File: src/rtl/dot_seq_ctrl.sv
// Job sequencer for an external 8-lane int8 MAC: streams chunk beats in,
// tracks beat validity alongside the MAC pipeline, and accumulates one signed result per job.
module dot_seq_ctrl #(
  parameter int unsigned LEN_W   = 8,
  parameter int unsigned ACC_W   = 24,
  parameter int unsigned MAC_LAT = 3
) (
  input  logic              i_clk,
  input  logic              i_rst,
  input  logic              i_start,
  input  logic [LEN_W-1:0]  i_len,
  input  logic              i_abort,
  output logic              o_busy,
  input  logic              i_in_valid,
  output logic              o_in_ready,
  input  logic [63:0]       i_a_vec,
  input  logic [63:0]       i_b_vec,
  output logic              o_mac_nrst,
  output logic [63:0]       o_mac_a,
  output logic [63:0]       o_mac_b,
  input  logic [18:0]       i_mac_res,
  output logic              o_res_valid,
  input  logic              i_res_ready,
  output logic [ACC_W-1:0]  o_result,
  output logic              o_ovf
);

  typedef enum logic [1:0] {IDLE, RUN, DRAIN, DONE} state_t;

  state_t                   state, state_next;
  logic [LEN_W-1:0]         len, count;
  logic [MAC_LAT-1:0]       vpipe, vpipe_next;
  logic signed [ACC_W-1:0]  acc, mac_ext, sum;
  logic                     ovf, accept, acc_en, ovf_now;

  // Abort and reset both gate ready so no beat is ever half-accepted.
  assign o_in_ready = (state == RUN) && (count < len) && !i_abort && !i_rst;
  assign accept     = o_in_ready && i_in_valid;
  assign vpipe_next = (vpipe << 1) | MAC_LAT'(accept);

  assign mac_ext = ACC_W'($signed(i_mac_res));
  assign sum     = acc + mac_ext;
  assign ovf_now = (acc[ACC_W-1] == mac_ext[ACC_W-1]) && (sum[ACC_W-1] != acc[ACC_W-1]);
  assign acc_en  = vpipe[MAC_LAT-1] && ((state == RUN) || (state == DRAIN)) && !i_abort;

  assign o_mac_nrst = ~i_rst;
  assign o_mac_a    = accept ? i_a_vec : '0;
  assign o_mac_b    = accept ? i_b_vec : '0;
  assign o_result   = acc;
  assign o_ovf      = ovf;

  always_comb begin
    state_next  = state;
    o_busy      = 1'b1;
    o_res_valid = 1'b0;
    unique case (state)
      IDLE: begin
        o_busy = 1'b0;
        if (i_start) state_next = (i_len == '0) ? DONE : RUN;
      end
      RUN: begin
        if (i_abort) state_next = IDLE;
        else if (accept && (count == len - 1'b1)) state_next = DRAIN;
      end
      DRAIN: begin
        // Leave once the final valid stage is being accumulated on this edge.
        if (i_abort) state_next = IDLE;
        else if (vpipe_next == '0) state_next = DONE;
      end
      DONE: begin
        o_res_valid = 1'b1;
        if (i_abort || i_res_ready) state_next = IDLE;
      end
      default: state_next = IDLE;
    endcase
  end

  always_ff @(posedge i_clk) begin
    if (i_rst) begin
      state <= IDLE;
      len   <= '0;
      count <= '0;
      vpipe <= '0;
      acc   <= '0;
      ovf   <= 1'b0;
    end else begin
      state <= state_next;
      vpipe <= i_abort ? '0 : vpipe_next;
      if (state == IDLE && i_start) begin
        len   <= i_len;
        count <= '0;
        acc   <= '0;
        ovf   <= 1'b0;
      end else begin
        if (accept) count <= count + 1'b1;
        if (acc_en) begin
          acc <= sum;
          if (ovf_now) ovf <= 1'b1;
        end
      end
    end
  end

endmodule

File: config.mk
export PLATFORM = sky130hd
export DESIGN_NAME = dot_seq_ctrl
export DESIGN_NICKNAME = d
export VERILOG_FILES = /design/src/rtl/dot_seq_ctrl.sv
export SDC_FILE = /design/constraint.sdc
export NUM_CORES = 1
export LEC_CHECK = 0
export CORE_AREA = 2 2 125 127
export DETAILED_ROUTE_END_ITERATION = 8
export DIE_AREA = 0 0 127 129
export PLACE_DENSITY_LB_ADDON = 0.15
export SYNTH_ARGS = -nofsm -noshare
export SYNTH_HDL_FRONTEND = slang
export SYNTH_SLANG_ARGS = --single-unit
File: constraint.sdc
create_clock -name i_clk -period 4.4 [get_ports i_clk]
set_input_delay 0.66 -clock i_clk [delete_from_list [all_inputs] [get_ports i_clk]]
set_output_delay 0.66 -clock i_clk [all_outputs]
set_load 0.05 [all_outputs]
==> results.toml, run 1 <==
[outcome]
status = "completed"

[worst_hold_path]
hold_class = "register to register"
hold_start = "vpipe[0]"

[route]
routed_wl_um = 19400
detail-route-antenna-nets = 0
dr_total_vias = 5341
wl_per_cell_um = 17.7
remaining_drc_errors = 0
drt_iter0_drc = 352
first_pass_iters = 5
viasPerCell = 4.86

[logic_synthesis]
yosysTopAreaCell = "dfxtp_1"
synth_area_sq_mm = 0.00440
synth.avg_cell_area_sq_um = 7.25
synth-xor-area-share = 0.0557
synth_cell_types = 59
async_flop_share = 0
ys_ff_latch = 46
muxShareOfSynthArea = 0.00939
yosysSeqAreaShare = 0.209
synth_top_family_by_area = "simple AND/OR/NAND/NOR gates"
yosys.area_share.adder = 0.113
synth_edf_count = 0
synthesis.instances = 607
yosys-top-cells-count = "and2_1 (132), nand2_1 (58), dfxtp_1 (46)"
synth_area_leaders = "dfxtp_1 (21%), and2_1 (19%), ha_1 (11%), a21oi_1 (5.0%), nand2_1 (4.9%)"
ys_warn_count = 0
synth.most_common_cell = "and2_1"
synth.top_cell.area_share = 0.209
synth_compound_area_frac = 0.191
synth_fp_nets = 807
yosys.area_share.simple = 0.373
synth_ff_type = "dfxtp_1"

[worst_setup_path]
cpPeakStageDelay_ps = 540
r2r_start = "o_result[0]"
cp_slowest_cell = "clkdlybuf4s50_1"
crit_type = "input port to output port"
critPathBufInv = 3
worstPathRequired_ps = 3740
worstPathArrival_ps = 3060
path_cells = "clkdlybuf4s50_1 -> nor4_1 -> nand3b_1 -> o21ai_4 -> buf_12 -> and2_1 -> buf_4"
crit_path_start_kind = "input port"
startpoint = "i_abort"
cpLargestDelayFamily = "buffers and inverters"
worstSetupEndpointType = "output port"
cp_max_fo = 68

[floorplan]
io_pins = 318
rows = 45
fp.dieW_um = 127
start_util = 0.294
die_area_sq_mm = 0.0164
coreArea_sq_mm = 0.0150
die_h_um = 129

[clocking]
post_cts_resized = 0
clk_pin_slew_ps = 70
htreeDepth = 2
cts_tree = "yes"
clock-sinks = 46
cts.path.max_buffers = 2
root_buffer = "clkbuf_16"
ctsHoldBuffers = 0
insertion_delay_ps = 290
numCtsBuffers = 5
post_cts_buffers = 0

[timing]
holdWs_ps = 456
max_slew_margin = 0.457
setup-tns-final_ps = 0
fmax_mhz = 269
hold_viol_final = 0
setup_violations = 0
skew_ps = 9.27
finalCritPeriodShare = 0.846
period_minus_slack_ps = 3720
rsz0062_at_grt = "false"
slew_viol_final = 0
tightest_slew_ps = 812

[global_routing]
grt-ovfl-total = 0
grt_max_degree = 69
antenna_found_initial = 2
grt_pass1_wl_um = 28200
grt_pass1_vias = 4973
grt.total_usage = 0.221

[placed_design]
place_congestion = 0.873
dp_hpwl_um = 16200
placedCellCount = 1090
io_buffers = 317

[power_and_ir_drop]
power.density_mw_per_mm2 = 212
p_leak_nw = 3.32
ir_worst_vdd_v = 0.000148
fin_total_pwr_w = 0.00162

[final_layout]
nNetsFinal = 1109
syn_to_final_growth_pct = 73.3
postLayoutCoreUtil = 0.509
diodes = 0
drive_gt1_frac = 0.169
final_cells = 1098

[flow_run]
max_cap_viol_count = 0
==> per-stage QoR <==
stage	cell area [sq um]	setup slack, ps
3_5_place_dp	7460	656
6_report	7620	679
2_1_floorplan	4400	1410
5_1_grt	7620	504
3_3_place_gp	7460	754
4_1_cts	7620	655
==> layout make-up <==
| cell class | count | area, sq um |
|---|---|---|
| inverters | 24 | 90.1 |
| flip-flops and latches | 46 | 921 |
| multi-input cells | 507 | 3270 |
| clock buffers | 5 | 125 |
| repair buffers | 325 | 2940 |
| clock inverters | 3 | 40.0 |
| well taps | 188 | 235 |
| fillers | 1456 | 7350 |
==> sequential cells by signal, summed over array words and instances (netlist names) <==
| register | cells |
|---|---|
| o_ovf | 1 |
| count | 8 |
| vpipe | 3 |
| state | 2 |
| len | 8 |
| o_result | 24 |
==> cell families after synthesis <==
group                      Yosys count
AOI/OAI and AO/OA                  132
buffers and inverters               54
and+or+nand+nor                    304
muxes                                4
DFF                                 46
xor gates and xnor gates            28
adders and majority gates           39
==> cell usage in the layout, fill, tap and decap left out, types with 3 or more instances in the layout <==
| master | netlist | final |
|---|---|---|
| a211oi_1 | 3 | 3 |
| a21o_1 | 7 | 7 |
| a21oi_1 | 44 | 44 |
| a31oi_1 | 7 | 7 |
| and2_1 | 132 | 132 |
| and3_1 | 5 | 5 |
| buf_4 | 0 | 134 |
| clkbuf_16 | 0 | 5 |
| clkdlybuf4s50_1 | 0 | 189 |
| dfxtp_1 | 46 | 46 |
| ha_1 | 38 | 38 |
| inv_1 | 24 | 24 |
| mux2i_1 | 3 | 3 |
| nand2_1 | 58 | 58 |
| nand2b_1 | 5 | 5 |
| nand3_1 | 21 | 21 |
| nand3b_1 | 3 | 3 |
| nand4_1 | 7 | 7 |
| nor2_1 | 40 | 40 |
| nor2b_1 | 5 | 5 |
| nor3_1 | 10 | 10 |
| nor4_1 | 5 | 5 |
| o211ai_1 | 6 | 6 |
| o21a_1 | 5 | 5 |
| o21ai_0 | 28 | 28 |
| o31ai_1 | 5 | 5 |
| or3_1 | 3 | 3 |
| xnor2_1 | 16 | 16 |
| xor2_1 | 12 | 12 |
==> power by group <==
part	internal (W)	total (W)	switching [W]	leakage, nW
combinational	0.000309	0.000712	0.000403	2.87
sequential	0.000434	0.000459	0.0000249	0.372
clock	0.000267	0.000444	0.000178	0.0836
==> per-layer routing <==
metal,vias up,part of all wire,track usage
li1,2688,-,-
met5,-,0.0015,0
met3,23,0.063,0.0536
met1,2441,0.42,0.274
met4,4,0.016,0.0498
met2,185,0.50,0.388
==> final timing paths <==
| path | end | slack [ps] | cells after the start |
|---|---|---|---|
| setup / recovery | o_mac_a[39] | 680 | 7 |
| hold / removal | vpipe[1] | 460 | 1 |
| setup reg to reg | o_result[20] | 1710 | 10 |
| hold reg to reg | vpipe[1] | 460 | 1 |
(Power assumes the default switching activity.)
==> inputs of run 2 (changes only) <==
--- a/config.mk
+++ b/config.mk
@@ -5,9 +5,9 @@
 export SDC_FILE = /design/constraint.sdc
 export NUM_CORES = 1
 export LEC_CHECK = 0
-export CORE_AREA = 2 2 125 127
+export CORE_AREA = 2 2 124 126
 export DETAILED_ROUTE_END_ITERATION = 8
-export DIE_AREA = 0 0 127 129
+export DIE_AREA = 0 0 126 128
 export PLACE_DENSITY_LB_ADDON = 0.15
 export SYNTH_ARGS = -nofsm -noshare
 export SYNTH_HDL_FRONTEND = slang
==> constraint.sdc (replaced) <==
create_clock -name i_clk -period 3.7 [get_ports i_clk]
set_input_delay 0.555 -clock i_clk [delete_from_list [all_inputs] [get_ports i_clk]]
set_output_delay 0.555 -clock i_clk [all_outputs]
set_load 0.05 [all_outputs]
==> run 2 against run 1 <==
Against the previous run: worst hold slack better by 0.65 ps; sequential power up 19%; cell area up 21%; core utilization up 11 points; register-to-register slack worse by 530 ps; clock skew down 0.98 ps; final cell count about the same; setup slack worse by 230 ps; die area down 1.6%; critical path type is now register to output port; largest power group unchanged.
==> results.toml, run 2 (synthesis gave the netlist of run 1 again) <==
[clocking]
numCtsBuffers = 5
clk_pin_slew_ps = 70
cts_tree = "yes"
insertion_delay_ps = 280
root_buffer = "clkbuf_16"
cts.path.max_buffers = 2
post_cts_resized = 0
clock-sinks = 46
post_cts_buffers = 0
ctsHoldBuffers = 0
htreeDepth = 2

[worst_setup_path]
worstSetupEndpointType = "output port"
path_cells = "inv_1 -> ha_1 -> nor2b_1 -> o31ai_1 -> a21oi_1 -> o21ai_0 -> and2_1 -> clkdlybuf4s50_1"
cp.depth = 8
reg2reg_to = "o_result[20]"
crit_type = "register to output port"
r2r_start = "o_result[0]"
cp_max_fo = 5
cpPeakStageDelay_ps = 830
cp-endpoint = "o_in_ready"
worstPathRequired_ps = 3140
cp_slowest_cell = "clkdlybuf4s50_1"
cpLargestDelayFamily = "buffers and inverters"
worstPathArrival_ps = 2700
critPathBufInv = 2
startpoint = "len[1]"
r2r_setup_slack_ps = 1180
crit_path_start_kind = "register"
reg2reg_depth = 10

[route]
first_pass_iters = 4
viasPerCell = 4.79
dr_total_vias = 5260
remaining_drc_errors = 0
detail-route-antenna-nets = 0
wl_per_cell_um = 17.5
routed_wl_um = 19200
drt_iter0_drc = 266

[timing]
fin_ws_ps = 448
max_slew_margin = 0.624
holdWs_ps = 456
rsz0062_at_grt = "false"
finalCritPeriodShare = 0.879
hold_viol_final = 0
tightest_slew_ps = 559
slew_viol_final = 0
fmax_mhz = 307
skew_ps = 8.29
setup_violations = 0
setup-tns-final_ps = 0
period_minus_slack_ps = 3250

[global_routing]
grt_max_degree = 74
grt-ovfl-total = 0
top_usage_layer = "met2"
grt.total_usage = 0.228
use_met1 = 0.274
met3_usage = 0.0639
grtUsageMet2 = 0.418
grt_pass1_wl_um = 29100
grt_pass1_vias = 5106
antenna_found_initial = 6

[floorplan]
fp.dieW_um = 126
rows = 45
io_pins = 318
die_h_um = 128
die_area_sq_mm = 0.0161
coreArea_sq_mm = 0.0149
start_util = 0.296

[power_and_ir_drop]
ir_worst_vdd_v = 0.000195
power.density_mw_per_mm2 = 213
fin_total_pwr_w = 0.00196
p_leak_nw = 3.66

[final_layout]
syn_to_final_growth_pct = 109
final_common_cell = "clkdlybuf4s50_1"
postLayoutCoreUtil = 0.619
final_cell_mix = "clkdlybuf4s50_1 (189), and2_1 (132), buf_12 (130)"
fillers = 1309
nNetsFinal = 1109
largest_reg_flops = 24
drive_gt1_frac = 0.168

[worst_hold_path]
hold_class = "register to register"

[placed_design]
dp_hpwl_um = 16400
place_ws_ps = 533
place_congestion = 0.904
io_buffers = 317

[flow_run]
max_cap_viol_count = 0

[outcome]
status = "completed"
## run 2: changes by cell type in the layout (fill, tap and decap cells not counted), sizes merged
cell / before / now
bufinv: 1 / 0
clkbuf: 5 / 6
diode: 0 / 1
## run 2: routing by layer
| metal | routed length (um) | share of wire |
|---|---|---|
| met1 | 7720 | 0.40 |
| met2 | 9990 | 0.52 |
| met3 | 1330 | 0.069 |
| met4 | 101 | 0.0053 |
| met5 | 69 | 0.0036 |
## run 2: how the worst min path moves through the flow
stage	endpoint	from	slack, ps	cells after the start
after global placement	vpipe[2]	vpipe[1]	440	1
after detailed placement	vpipe[2]	vpipe[1]	440	1
after CTS	vpipe[2]	vpipe[1]	460	1
final	vpipe[2]	vpipe[1]	460	1
after global routing	vpipe[2]	vpipe[1]	480	1
after floorplan	vpipe[1]	vpipe[0]	430	1
## run 2: per-stage QoR
step / cell area (sq um) / instances
final: 9210 / 1099
after CTS: 9200 / 1098
after floorplan: 4400 / 607
after global placement: 9060 / 1090
after detailed placement: 9060 / 1090
after global routing: 9200 / 1098
## run 2: area by class of cell
| cell class | count | area (sq um) | area share |
|---|---|---|---|
| inverter | 24 | 90.1 | 0.00979 |
| antenna | 1 | 2.50 | 0.000272 |
| clock buffer | 6 | 129 | 0.0140 |
| clock inverter | 2 | 13.8 | 0.00150 |
| multi-input combinational | 507 | 3270 | 0.356 |
| timing repair buffer | 325 | 4540 | 0.493 |
| sequential | 46 | 921 | 0.100 |
| tap | 188 | 235 | 0.0256 |
## run 2: worst register-to-register path: stages (launching register included)
cell and delay [ps]:
dfxtp_1 350, ha_1 180, inv_1 60, fa_1 380
nor2b_1 230, o211ai_2 130, a31oi_2 330, a21oi_1 170
nor4_1 360, or4_1 160, nand3_1 60
## run 2: report_power, final
group	leakage (nW)	switching [W]	internal, W
Combinational	3.21	0.000497	0.000473
Sequential	0.372	0.0000273	0.000516
Clock	0.0708	0.000196	0.000251
